### config.mk
export PLATFORM = sky130hd
export DESIGN_NAME = i2c_target_regs
export DESIGN_NICKNAME = d
export VERILOG_FILES = /design/src/rtl/i2c_target_regs.sv
export SDC_FILE = /design/constraint.sdc
export NUM_CORES = 1
export LEC_CHECK = 0
export ABC_CLOCK_PERIOD_IN_PS = 1800
export BUFFER_PORTS_ARGS = -buffer_cell sky130_fd_sc_hd__buf_4
export CORE_MARGIN = 2
export CORE_UTILIZATION = 52
export DETAILED_ROUTE_END_ITERATION = 10
export GPL_TIMING_DRIVEN = 0
export PLACE_DENSITY = 0.75
export SYNTH_ARGS = -nofsm -noshare
export SYNTH_HDL_FRONTEND = slang
export SYNTH_SLANG_ARGS = --single-unit
### constraint.sdc
create_clock -name clk -period 1.8 [get_ports clk]
set_input_delay 0.36 -clock clk [delete_from_list [all_inputs] [get_ports clk]]
set_output_delay 0.36 -clock clk [all_outputs]
set_load 0.01 [all_outputs]
### src/rtl/i2c_target_regs.sv
// I2C target exposing an auto-incrementing byte register port to an external bus initiator.
// SCL/SDA are synchronized and glitch-filtered; SDA is driven open-drain through sda_oe.
module i2c_target_regs #(
    parameter logic [6:0] C_addr   = 7'h42,
    parameter int         C_aw     = 4,
    parameter int         C_filter = 3
) (
    input  logic            clk,
    input  logic            resetn,
    input  logic            scl_i,
    input  logic            sda_i,
    output logic            sda_oe,
    output logic            wr_strobe,
    output logic [C_aw-1:0] wr_addr,
    output logic [7:0]      wr_data,
    output logic [C_aw-1:0] rd_addr,
    input  logic [7:0]      rd_data,
    output logic            rd_strobe,
    output logic            busy
);

    localparam int              C_fw   = $clog2(C_filter + 1);
    localparam logic [C_fw-1:0] C_fmax = C_fw'(C_filter - 1);

    localparam logic [2:0] ST_IDLE     = 3'd0;
    localparam logic [2:0] ST_ADDR     = 3'd1;
    localparam logic [2:0] ST_ADDR_ACK = 3'd2;
    localparam logic [2:0] ST_REG      = 3'd3;
    localparam logic [2:0] ST_WDATA    = 3'd4;
    localparam logic [2:0] ST_WACK     = 3'd5;
    localparam logic [2:0] ST_RDATA    = 3'd6;
    localparam logic [2:0] ST_RACK     = 3'd7;

    // Index 0 is SCL, index 1 is SDA throughout the input path.
    logic [1:0]            sync1_q, sync2_q;
    logic [1:0]            filt_q, filt_d;
    logic [1:0]            filt_p_q;
    logic [1:0][C_fw-1:0]  fcnt_q, fcnt_d;

    logic [2:0]      state_q, state_d;
    logic [3:0]      cnt_q, cnt_d;
    logic [7:0]      shift_q, shift_d;
    logic [7:0]      tx_q, tx_d;
    logic [C_aw-1:0] ptr_q, ptr_d;
    logic            sda_oe_q, sda_oe_d;
    logic            rw_q, rw_d;
    logic            mack_q, mack_d;
    logic            wr_strobe_q, wr_strobe_d;
    logic [C_aw-1:0] wr_addr_q, wr_addr_d;
    logic [7:0]      wr_data_q, wr_data_d;
    logic            rd_load;

    logic scl_f, sda_f, scl_rise, scl_fall, start_det, stop_det;

    // A level change is accepted only after C_filter consecutive differing samples.
    always_comb begin
        // NOTE: every always_comb output is given a default first so no latch is inferred.
        filt_d = filt_q;
        fcnt_d = '0;
        for (int i = 0; i < 2; i++) begin
            if (sync2_q[i] != filt_q[i]) begin
                if (fcnt_q[i] == C_fmax) filt_d[i] = sync2_q[i];
                else                     fcnt_d[i] = fcnt_q[i] + C_fw'(1);
            end
        end
    end

    assign scl_f     = filt_q[0];
    assign sda_f     = filt_q[1];
    assign scl_rise  = filt_q[0] & ~filt_p_q[0];
    assign scl_fall  = ~filt_q[0] & filt_p_q[0];
    assign start_det = filt_p_q[1] & ~filt_q[1] & scl_f;
    assign stop_det  = ~filt_p_q[1] & filt_q[1] & scl_f;

    always_comb begin
        state_d     = state_q;
        cnt_d       = cnt_q;
        shift_d     = shift_q;
        tx_d        = tx_q;
        ptr_d       = ptr_q;
        sda_oe_d    = sda_oe_q;
        rw_d        = rw_q;
        mack_d      = mack_q;
        wr_strobe_d = 1'b0;
        wr_addr_d   = wr_addr_q;
        wr_data_d   = wr_data_q;
        rd_load     = 1'b0;

        // Bus conditions take priority over any coincident SCL edge.
        if (stop_det) begin
            state_d  = ST_IDLE;
            sda_oe_d = 1'b0;
            cnt_d    = '0;
        end else if (start_det) begin
            state_d  = ST_ADDR;
            sda_oe_d = 1'b0;
            cnt_d    = '0;
        end else begin
            if (scl_rise) begin
                case (state_q)
                    ST_ADDR, ST_REG, ST_WDATA: begin
                        shift_d = {shift_q[6:0], sda_f};
                        cnt_d   = cnt_q + 4'd1;
                    end
                    ST_RACK: mack_d = sda_f;
                    default: ;
                endcase
            end
            if (scl_fall) begin
                case (state_q)
                    ST_ADDR: if (cnt_q == 4'd8) begin
                        cnt_d = '0;
                        if (shift_q[7:1] == C_addr) begin
                            state_d  = ST_ADDR_ACK;
                            rw_d     = shift_q[0];
                            sda_oe_d = 1'b1;
                        end else begin
                            state_d = ST_IDLE;
                        end
                    end
                    ST_ADDR_ACK: begin
                        if (rw_q) begin
                            rd_load = 1'b1;
                        end else begin
                            state_d  = ST_REG;
                            sda_oe_d = 1'b0;
                        end
                    end
                    ST_REG: if (cnt_q == 4'd8) begin
                        ptr_d    = shift_q[C_aw-1:0];
                        sda_oe_d = 1'b1;
                        state_d  = ST_WACK;
                        cnt_d    = '0;
                    end
                    ST_WDATA: if (cnt_q == 4'd8) begin
                        wr_strobe_d = 1'b1;
                        wr_addr_d   = ptr_q;
                        wr_data_d   = shift_q;
                        ptr_d       = ptr_q + C_aw'(1);
                        sda_oe_d    = 1'b1;
                        state_d     = ST_WACK;
                        cnt_d       = '0;
                    end
                    ST_WACK: begin
                        sda_oe_d = 1'b0;
                        state_d  = ST_WDATA;
                        cnt_d    = '0;
                    end
                    ST_RDATA: begin
                        if (cnt_q == 4'd7) begin
                            sda_oe_d = 1'b0;
                            state_d  = ST_RACK;
                            cnt_d    = '0;
                        end else begin
                            tx_d     = {tx_q[6:0], 1'b0};
                            sda_oe_d = ~tx_q[6];
                            cnt_d    = cnt_q + 4'd1;
                        end
                    end
                    ST_RACK: begin
                        if (!mack_q) begin
                            rd_load = 1'b1;
                        end else begin
                            state_d  = ST_IDLE;
                            sda_oe_d = 1'b0;
                        end
                    end
                    default: ;
                endcase
            end
        end

        // Shared byte-load for the first read byte and every initiator-ACKed byte.
        if (rd_load) begin
            tx_d     = rd_data;
            sda_oe_d = ~rd_data[7];
            ptr_d    = ptr_q + C_aw'(1);
            cnt_d    = '0;
            state_d  = ST_RDATA;
        end
    end

    // NOTE: sda_oe comes straight from an async-reset flop, so asserting resetn releases SDA at once.
    always_ff @(posedge clk or negedge resetn) begin
        if (!resetn) begin
            sync1_q     <= 2'b11;
            sync2_q     <= 2'b11;
            filt_q      <= 2'b11;
            filt_p_q    <= 2'b11;
            fcnt_q      <= '0;
            state_q     <= ST_IDLE;
            cnt_q       <= '0;
            shift_q     <= '0;
            tx_q        <= '0;
            ptr_q       <= '0;
            sda_oe_q    <= 1'b0;
            rw_q        <= 1'b0;
            mack_q      <= 1'b1;
            wr_strobe_q <= 1'b0;
            wr_addr_q   <= '0;
            wr_data_q   <= '0;
        end else begin
            // NOTE: non-blocking updates so every flop samples pre-edge values.
            sync1_q     <= {sda_i, scl_i};
            sync2_q     <= sync1_q;
            filt_q      <= filt_d;
            filt_p_q    <= filt_q;
            fcnt_q      <= fcnt_d;
            state_q     <= state_d;
            cnt_q       <= cnt_d;
            shift_q     <= shift_d;
            tx_q        <= tx_d;
            ptr_q       <= ptr_d;
            sda_oe_q    <= sda_oe_d;
            rw_q        <= rw_d;
            mack_q      <= mack_d;
            wr_strobe_q <= wr_strobe_d;
            wr_addr_q   <= wr_addr_d;
            wr_data_q   <= wr_data_d;
        end
    end

    assign sda_oe    = sda_oe_q;
    assign wr_strobe = wr_strobe_q;
    assign wr_addr   = wr_addr_q;
    assign wr_data   = wr_data_q;
    assign rd_addr   = ptr_q;
    assign rd_strobe = rd_load;
    assign busy      = (state_q != ST_IDLE);

endmodule
After elaboration in Yosys (flattened, before gate mapping)
Index checks and enable logic that the tools add are counted.

Register bits after elaboration: 54. Input port bits: 12. Output and inout bits: 20. Logic and storage cells: 138.

Add/sub/neg operators: 4. Eq/ne operators: 25. Muxes and demuxes: 59. Bitwise gates (word level): 14. Reductions and logical operators: 18.

Operators with widths (count): $mux 4 (14); $mux 7 (6); $mux 3 (9); $ne 5x5->1 const B (5); $mux 1 (20); $pmux 3 s6 (1); $reduce_and 7->1 (2); $eq 3x3->1 const B (4); $pmux 4 s3 (1); $reduce_and 6->1 (2); $mux 2 (5); $reduce_and 5->1 (2); $reduce_bool 9->1 (1); $add 4x1->4 const B (2); $not 1->1 (8); $pmux 4 s2 (1); $reduce_and 4->1 (2); $eq 7x7->1 const B (1); $and 1x1->1 (6); $eq 3x2->1 const B (2); $ne 2x2->1 const B (3); $ne 3x3->1 const B (2); $pmux 1 s6 (1); $reduce_bool 3->1 (2); 13 further kinds (18).

Depth between registers and ports, before layout
Gate-level depths: netlist (run 1).

Depth in word-level cells: 10. Gate-level depth with buffers: 8. Mapped depth without buffers: 7.

Worst setup path before layout (run 1)
Ideal clock, no wire load.

Kind: register to register. From: register filt_q[0]. To: register ptr_q[0] (netlist: rd_addr[0]). Setup time: 0.126 ns. Arrival: 1.685 ns. Data required time: 1.674 ns. Slack: -0.011 ns. Stages on the path, launching flop included: 7. Path buffers: 2. Period minus slack after synthesis: 1.811 ns. Path through: dfstp_2 -> buf_2 -> nand2b_1 -> clkbuf_1 -> a21o_1 -> nor3_1 -> a221o_1.

Longest elaborated chain between the ends: 7. Elaborated cells between the ends (all ways): 15. Classes of those cells: eq/ne: 4; mux: 4; bitwise: 4; reduce/logical: 3.

Ends and longest elaborated chain: start, declared (line 36) `logic [1:0] filt_q, filt_d;`; start signal, assigned (line 206) `filt_q <= filt_d;`; $not 1->1 (line 71) `assign scl_fall = ~filt_q[0] & filt_p_q[0];`; $and 1x1->1 (line 71); $mux 1 (line 109) `if (scl_fall) begin`; $mux 1 (line 94) `end else if (start_det) begin`; $mux 1 (line 90) `if (stop_det) begin`; $ne 3x3->1 (no source line) (tied with other cells); $reduce_and 6->1 (no source line); end signal, assigned (line 213) `ptr_q <= ptr_d;`; end, declared (line 44) `logic [C_aw-1:0] ptr_q, ptr_d;`.

Parallel ways exist; a longest one is shown, timed or not. A chain may end at the register's enable or synchronous reset.

Worst setup path in the final report (run 1)
From: register state_q[1]. To: register ptr_q[0] (netlist: rd_addr[0]).

Longest elaborated chain between the ends: 7. Elaborated cells between the ends (all ways): 20. Classes of those cells: eq/ne: 8; mux: 9; reduce/logical: 3.

Ends and longest elaborated chain: start, declared (line 40) `logic [2:0] state_q, state_d;`; start signal, assigned (line 209) `state_q <= state_d;`; $eq 3x3->1 or $eq 3x2->1 (tied branches) (line 110) `case (state_q)`; $pmux 1 s2 (line 110); $mux 1 (line 109); $mux 1 (line 94); $mux 1 (line 90); $ne 3x3->1 (no source line) (tied with other cells); $reduce_and 6->1 (no source line).

Parallel ways exist; a longest one is shown, timed or not. The select of a mux whose other input is x is not followed.

==> results of run 1 <==
[logic make-up after synthesis]
kind of cell	count (synthesis)	synth area share
adders and majority gates	4	0.01778
DFF	54	0.5094
and+or+nand+nor	63	0.1380
muxes	29	0.1202
xor gates and xnor gates	3	0.009824
AOI/OAI and AO/OA	66	0.1703
buffers and inverters	21	0.03461
[synth_stat cells, types with 4 or more instances]
master,number,area (um2)
inv_1,8,30.03
nor3b_1,4,30.03
nor2b_1,5,31.28
mux2_1,21,236.5
o22ai_1,9,56.30
dfstp_2,9,236.5
nand2b_1,4,25.02
mux2_2,4,45.04
dfrtp_1,45,1126
mux2i_1,4,40.04
o21bai_1,5,37.54
buf_2,8,40.04
a21oi_1,14,70.07
nand2_1,8,30.03
o21ai_1,7,35.03
nor3_1,9,45.04
nor2_1,13,48.80
[report_power, final]
group	leakage (nW)	internal, mW	switching [mW]
Combinational	0.951	0.607	0.651
Clock	0.0489	0.318	0.387
Sequential	0.678	1.38	0.111
[cell type report]
| class | instances | area, um2 | share of cell area |
|---|---|---|---|
| plain buffers | 10 | 105.1 | 0.02909 |
| clock buffers | 7 | 86.33 | 0.02389 |
| clock inverters | 1 | 8.758 | 0.002424 |
| inverters | 8 | 33.78 | 0.009349 |
| multi-input cells | 165 | 1451 | 0.4017 |
| flip-flops and latches | 54 | 1365 | 0.3778 |
| well taps | 70 | 87.58 | 0.02424 |
| repair buffers | 57 | 475.5 | 0.1316 |
[worst reg2reg max path: cells and delay by family (launching register included)]
kind                   cells  cell delay, ps
AO/OA/AOI/OAI              3             710
flip-flops                 1             500
buffers and inverters      2             340
AND/OR/NAND/NOR            1             230
[how the worst max path moves through the flow]
stage,slack (ps),end,start,depth (start not counted)
2_1_floorplan,9,rd_addr[0],filt_q[0],8
3_3_place_gp,-170,rd_addr[0],filt_q[0],8
3_5_place_dp,-220,rd_addr[0],filt_q[0],8
4_1_cts,-110,rd_strobe,state_q[0],5
5_1_grt,-140,rd_addr[0],state_q[2],5
6_report,-90,rd_addr[0],state_q[1],6
[routing by layer]
| metal | wire length (um) | global-route usage |
|---|---|---|
| met1 | 2652 | 0.3133 |
| met2 | 3185 | 0.3700 |
| met3 | 385 | 0.04894 |
| met4 | 180 | 0.09357 |
| met5 | 0 | 0 |
[per-stage QoR]
step                utilization  setup TNS, ps  setup WS [ps]  instances
floorplan                     -              0          9.063        240
global placement         0.5943          -3382         -173.0        341
detailed placement       0.5943          -4160         -224.1        341
CTS                      0.6767         -393.9         -114.0        364
global route             0.7166          -1744         -137.1        372
finish                   0.7166         -593.6         -86.66        372
[repair_timing]
item | 4_1_cts | 5_1_grt
pin swaps | 8 | 14
buffers inserted | 17 | 9
gates cloned | 0 | 0
hold buffers | 0 | 0
setup endpoints to repair | 35 | 36
resized for setup | 47 | 33
[flip-flops by register name, indices dropped and copies added (netlist names), 2 cells and up]
register  flops
wr_addr       4
filt_p_q      2
fcnt_q        4
filt_q        2
sync2_q       2
sync1_q       2
shift_q       8
cnt_q         4
state_q       3
tx_q          7
wr_data       8
rd_addr       4
==> flow_metrics.tcl, run 1 <==
set metrics [dict create \
    status "complete, but fails checks" \
    violations "setup timing" \
    min_period_ps 1887 \
    wl_per_cell_um 17.21 \
    cp.arrival_ps 2090 \
    final_nets 316 \
    powerDensity_mw_per_mm2 955.4 \
    mostFrequentLayoutCell "buf_4" \
    finClkSkew_ps 5.443 \
    r2r_cells 6 \
    rows 26 \
    fin_crit_sh 1.048 \
    grt_overflow 0 \
    n_fill_cell 335 \
    r2r_start "state_q[1]" \
    cpMaxStageDelayCell "dfrtp_2" \
    wirelength_mm 6.403 \
    ys_async_sr_fraction 1.000 \
    antenna_found_initial 0 \
    crit_path_start_kind "flip-flop" \
    worstPathCellList "buf_12, nor3b_4, buf_4, o21ai_1, a21o_4, a221o_1" \
    setup_ws_ps -86.66 \
    peakVddDrop_mv 0.8479 \
    synth_seq_cells 54 \
    drv_slew 0 \
    root_buffer "clkbuf_8" \
    ant_nets 0 \
    reg2reg_slack_ps -90 \
    io_pins 32 \
    clk-insertion-delay-late_ps 310 \
    cts-buffers-inserted 5 \
    max_freq_mhz 530.0 \
    first_iter_violations 232 \
    yosysWarnings 0 \
    diodes 0 \
    globalplace.congestion 0.9150 \
    synth_area_mm2 0.002675 \
    die_h_um 75.73 \
    setup_viol 15 \
    ys_types 56 \
    track_usage 0.2328 \
    crit_fanout 9 \
    worst-path-buf-inv 2 \
    worstHoldPathType "in -> async" \
    final_area_mm2 0.003613 \
    cts.htree.levels 2 \
    crit_type "reg -> reg" \
    drv_cap 0 \
    synth_nets 255 \
    dr_total_vias 2203 \
    cts.path.max_buffers 2 \
    place_area_mm2 0.002997 \
    worst_pin_slew_ps 653.5 \
    drive_above_1_share 0.4470 \
    syn_inst 240 \
    dpl.hpwl_mm 3.711 \
    core_area_mm2 0.005042 \
    cts.clk_slew.worst_paths_ps 90 \
    drc 0 \
    final_cell_mix "52 x buf_4, 43 x dfrtp_1, 13 x mux2_1" \
    r2r_end "rd_addr[0]" \
    dieArea_mm2 0.005734 \
    ys_seq_area_frac 0.5094 \
    p_leak_nw 1.677 \
    syn2layout_area_growth_pct 35.08 \
    power_mw 3.452 \
    dr.pass1.iters 4 \
    cp_data_required_time_ps 2000 \
    finalHoldViolCount 0 \
    rsz0062_at_grt "yes" \
    synth_edf_count 0 \
    grt_pass1_wl_mm 9.922 \
    maxSlewHeadroom 0.5643 \
    port_buffers 31 \
    synth.avg_cell_area_um2 11.15 \
    crit_family "compound AO/OA/AOI/OAI gates" \
    slowest_delay_ps 500 \
    die_x_um 75.73 \
    cts.sinks 54 \
    cts_tree "yes" \
    start_util 0.5305 \
    grt_pass1_vias 2116 \
    drt-vias-per-instance 5.922 \
    ys.flop_type "dfrtp_1" \
    hold_slack_ps 69.93 \
    grt_start_max_net_pins 55 \
    end_kind "flip-flop" \
]
Power figures use the tool's default switching activity.
==> inputs of run 2 (changes only) <==
--- a/config.mk
+++ b/config.mk
@@ -7,6 +7,7 @@
 export LEC_CHECK = 0
 export ABC_CLOCK_PERIOD_IN_PS = 1800
 export BUFFER_PORTS_ARGS = -buffer_cell sky130_fd_sc_hd__buf_4
+export CORE_ASPECT_RATIO = 1.2
 export CORE_MARGIN = 2
 export CORE_UTILIZATION = 52
 export DETAILED_ROUTE_END_ITERATION = 10
==> flow_metrics.tcl, run 2 (synthesis results as in run 1) <==
set metrics [dict create \
    ant_nets 0 \
    clk-insertion-delay-late_ps 310 \
    final_cell_mix "62 x buf_4, 43 x dfrtp_1, 20 x mux2_1" \
    dp.cells 331 \
    fin_crit_sh 1.065 \
    core_area_mm2 0.004940 \
    worst_pin_slew_ps 659.0 \
    n_fill_cell 324 \
    wl_per_cell_um 17.67 \
    dr.pass1.iters 4 \
    r2r_start "cnt_q[1]" \
    cts.htree.levels 2 \
    dieArea_mm2 0.005737 \
    startpoint "state_q[0]" \
    worstHoldPathType "in -> async" \
    port_buffers 31 \
    rsz0062_at_grt "yes" \
    cts_tree "yes" \
    drv_slew 0 \
    final_area_mm2 0.003623 \
    peakVddDrop_mv 0.7552 \
    finClkSkew_ps 10.38 \
    diodes 0 \
    globalplace.congestion 0.8999 \
    grt_start_max_net_pins 55 \
    wirelength_mm 6.537 \
    antenna_found_initial 0 \
    hold_slack_ps 75.87 \
    cts.sinks 54 \
    start_util 0.5415 \
    cts.hold.buffers_added 0 \
    setup_viol 15 \
    drv_cap 0 \
    finalHoldViolCount 0 \
    crit_path_start_kind "flip-flop" \
    crit_type "reg -> out" \
    place_ws_ps -260.4 \
    violations "setup timing" \
    cts.clk_slew.worst_paths_ps 90 \
    cts-buffers-inserted 5 \
    dr_total_vias 2201 \
    cp.arrival_ps 1560 \
    powerDensity_mw_per_mm2 990.9 \
    root_buffer "clkbuf_8" \
    min_period_ps 1917 \
    crit_fanout 5 \
    die_h_um 82.57 \
    drc 0 \
    setup_ws_ps -116.8 \
    place_area_mm2 0.002984 \
    status "complete, but fails checks" \
    track_usage 0.2231 \
    grt_overflow 0 \
    cts.path.max_buffers 2 \
    maxSlewHeadroom 0.5607 \
    die_x_um 69.48 \
    end_kind "output pin" \
    grt_pass1_wl_mm 10.19 \
    fin_cells 370 \
    dpl.hpwl_mm 3.792 \
    max_freq_mhz 521.7 \
    first_iter_violations 183 \
    syn2layout_area_growth_pct 35.45 \
    drive_above_1_share 0.4323 \
    grt_pass1_vias 2132 \
    final_nets 324 \
    p_leak_nw 1.725 \
    rows 28 \
    cp_data_required_time_ps 1440 \
    mostFrequentLayoutCell "buf_4" \
    io_pins 32 \
    drt-vias-per-instance 5.949 \
]
[run 2: power by group]
group          internal, mW  leakage [nW]  switching (mW)  total, mW
Sequential             1.38         0.678           0.104       1.48
Combinational         0.607         0.989           0.669       1.28
Clock                 0.454        0.0585           0.379      0.832
Total                  2.44          1.73            1.15       3.59
[run 2: repair_timing]
| action | 4_1_cts | 5_1_grt |
|---|---|---|
| endpoints found under the hold margin | 0 | 0 |
| setup endpoints to repair | 37 | 38 |
| setup buffers | 20 | 13 |
| pin swaps | 9 | 11 |
| resized for setup | 42 | 28 |
| cloned | 0 | 0 |
[run 2: cell type report]
class / count / area (um2) / share of cell area
Timing Repair Buffer: 64 / 495.5 / 0.1367
Clock inverter: 1 / 30.03 / 0.008287
Clock buffer: 7 / 86.33 / 0.02383
Buffer: 11 / 116.4 / 0.03211
Tap cell: 60 / 75.07 / 0.02072
Sequential cell: 54 / 1365 / 0.3767
Inverter: 8 / 33.78 / 0.009323
Multi-Input combinational cell: 165 / 1421 / 0.3923
[run 2: path summary, 6_finish.rpt]
kind	end	slack, ps	cells after the start
min reg2reg	sync2_q[0]	360	0
min	fcnt_q[0]	80	1
max reg2reg	state_q[2]	-60	7
min in group clk	sync1_q[1]	160	1
max in group asynchronous	state_q[1]	1250	1
max	rd_strobe	-120	5
[run 2: metal layers]
metal  GRT usage  wire [um]  vias to the layer above
li1            -          -                     1024
met1      0.2864       2706                     1087
met2      0.3798       3366                       66
met3     0.03155        227                       24
met4      0.1020        236                        0
met5           0          0                        -
[run 2: worst max-delay path, cell delays in order (launching register included)]
cell and delay, ps:
dfrtp_1 420, buf_6 150, and3b_1 200, o211a_1 240
buf_6 130, buf_6 110
[run 2: stage by stage]
stage	utilization	setup TNS, ps	power (mW)
3_5_place_dp	0.6041	-4183	2.312
6_report	0.7335	-679.5	3.591
5_1_grt	0.7335	-3112	3.763
3_3_place_gp	0.6041	-3432	2.285
2_1_floorplan	-	0	2.074
4_1_cts	0.6872	-262.7	3.394
==> inputs of run 3 (changes only) <==
--- a/config.mk
+++ b/config.mk
@@ -7,12 +7,14 @@
 export LEC_CHECK = 0
 export ABC_CLOCK_PERIOD_IN_PS = 1800
 export BUFFER_PORTS_ARGS = -buffer_cell sky130_fd_sc_hd__buf_4
+export CELL_PAD_IN_SITES_DETAIL_PLACEMENT = 0
+export CELL_PAD_IN_SITES_GLOBAL_PLACEMENT = 2
 export CORE_ASPECT_RATIO = 1.2
 export CORE_MARGIN = 2
-export CORE_UTILIZATION = 52
+export CORE_UTILIZATION = 34
 export DETAILED_ROUTE_END_ITERATION = 10
 export GPL_TIMING_DRIVEN = 0
-export PLACE_DENSITY = 0.75
+export PLACE_DENSITY_LB_ADDON = 0.1
 export SYNTH_ARGS = -nofsm -noshare
 export SYNTH_HDL_FRONTEND = slang
 export SYNTH_SLANG_ARGS = --single-unit
==> flow_metrics.tcl, run 3 (synthesis results as in run 1) <==
set metrics [dict create \
    worst_pin_slew_ps 695.5 \
    violations "setup timing" \
    tns_ps -590.8 \
    dr.pass1.iters 4 \
    cts.clk_slew.worst_paths_ps 100 \
    place_area_mm2 0.003024 \
    multi_input_area_mm2 0.001488 \
    crit_type "reg -> out" \
    setup_viol 18 \
    antenna_found_initial 0 \
    min_period_ps 1906 \
    dpl.hpwl_mm 4.234 \
    dr_total_vias 2054 \
    core_area_mm2 0.007664 \
    drv_slew 0 \
    die_h_um 101.2 \
    reg2reg_slack_ps -60 \
    finClkSkew_ps 8.942 \
    port_buffers 31 \
    worstHoldPathType "in -> async" \
    grt_overflow 0 \
    first_iter_violations 62 \
    globalplace.congestion 0.7600 \
    cp_data_required_time_ps 1440 \
    cts-buffers-inserted 5 \
    wl_per_cell_um 16.57 \
    cp.arrival_ps 1550 \
    r2r_cells 7 \
    power_mw 3.667 \
    n_fill_cell 720 \
    io_pins 32 \
    fin_cells 398 \
    syn2layout_area_growth_pct 39.76 \
    rsz0062_at_grt "yes" \
    wirelength_mm 6.593 \
    powerDensity_mw_per_mm2 980.8 \
    status "complete, but fails checks" \
    dp.cells 363 \
    p_leak_nw 1.721 \
    r2r_start "cnt_q[0]" \
    drt-vias-per-instance 5.161 \
    final_util 0.4878 \
    clk-insertion-delay-late_ps 310 \
    cts_tree "yes" \
    hold_slack_ps 78.85 \
    end_kind "output pin" \
    dieArea_mm2 0.008596 \
    maxSlewHeadroom 0.5363 \
    cts.htree.levels 2 \
    start_util 0.3491 \
    fin_crit_sh 1.059 \
    cts.sinks 54 \
    setup_ws_ps -106.4 \
    crit_path_start_kind "flip-flop" \
    peakVddDrop_mv 0.4915 \
    grt_pass1_vias 2066 \
    grt_pass1_wl_mm 10.52 \
    ant_nets 0 \
    cts.path.max_buffers 2 \
    grt_start_max_net_pins 55 \
    root_buffer "clkbuf_8" \
    diodes 0 \
    crit_path_end "busy" \
    max_freq_mhz 524.5 \
    cts.hold.buffers_added 0 \
    mostFrequentLayoutCell "buf_4" \
    startpoint "state_q[0]" \
    finalHoldViolCount 0 \
    drv_cap 0 \
    r2r_end "sda_oe" \
    drc 0 \
    final_area_mm2 0.003739 \
    final_cell_mix "54 x buf_4, 44 x dfrtp_1, 21 x mux2_1" \
    crit_fanout 10 \
    place_ws_ps -291.9 \
    rows 35 \
    die_x_um 84.97 \
    track_usage 0.1540 \
    drive_above_1_share 0.4542 \
    final-seq-area_mm2 0.001364 \
    final_nets 320 \
]
==> run 3: cell types whose count changed in the layout (fill, tap and decap cells not counted), moves of 2 or more <==
| cell | previous run | this run |
|---|---|---|
| o21ai_2 | 1 | 4 |
| buf_4 | 62 | 54 |
| o21ai_1 | 8 | 5 |
| nor3_1 | 7 | 5 |
==> run 3: power breakdown <==
part           internal [mW]  switching (mW)  leakage, nW
Sequential              1.38           0.106        0.680
Clock                  0.416           0.423       0.0514
Combinational          0.658           0.686        0.990
==> run 3: area by class of cell <==
class                      instances  share of cell area
clock buffer                       6             0.01941
sequential                        54              0.3648
tap                               92             0.03079
inverter                           8            0.009036
clock inverter                     2             0.01004
multi-input combinational        165              0.3979
buffer                            11             0.03447
timing repair buffer              60              0.1335
==> run 3: what timing repair did <==
action / 4_1_cts / 5_1_grt
setup endpoints to repair: 38 / 38
gates cloned: 0 / 1
pin swaps: 16 / 13
buffers inserted: 19 / 9
gates resized for setup: 55 / 34
==> run 3: routing by layer <==
metal | global-route usage | part of all wire
met1 | 0.2082 | 0.47
met2 | 0.2566 | 0.49
met3 | 0.02771 | 0.035
met4 | 0.03907 | 0.0082
met5 | 0 | 0
==> run 3: worst min path at each step <==
stage	endpoint	slack, ps	start	cells after the start
after global placement	sync2_q[0]	350	sync1_q[0]	0
after CTS	tx_q[4]	110	resetn	1
after global routing	sync1_q[0]	130	scl_i	1
after floorplan	cnt_q[0]	60	resetn	0
final	tx_q[2]	80	resetn	1
after detailed placement	sync2_q[1]	350	sync1_q[1]	0
==> run 3: critical path, cell delays in order (launching register included) <==
cell	delay [ps]
dfrtp_1	450
buf_6	160
buf_6	140
or3_4	360
buf_6	130
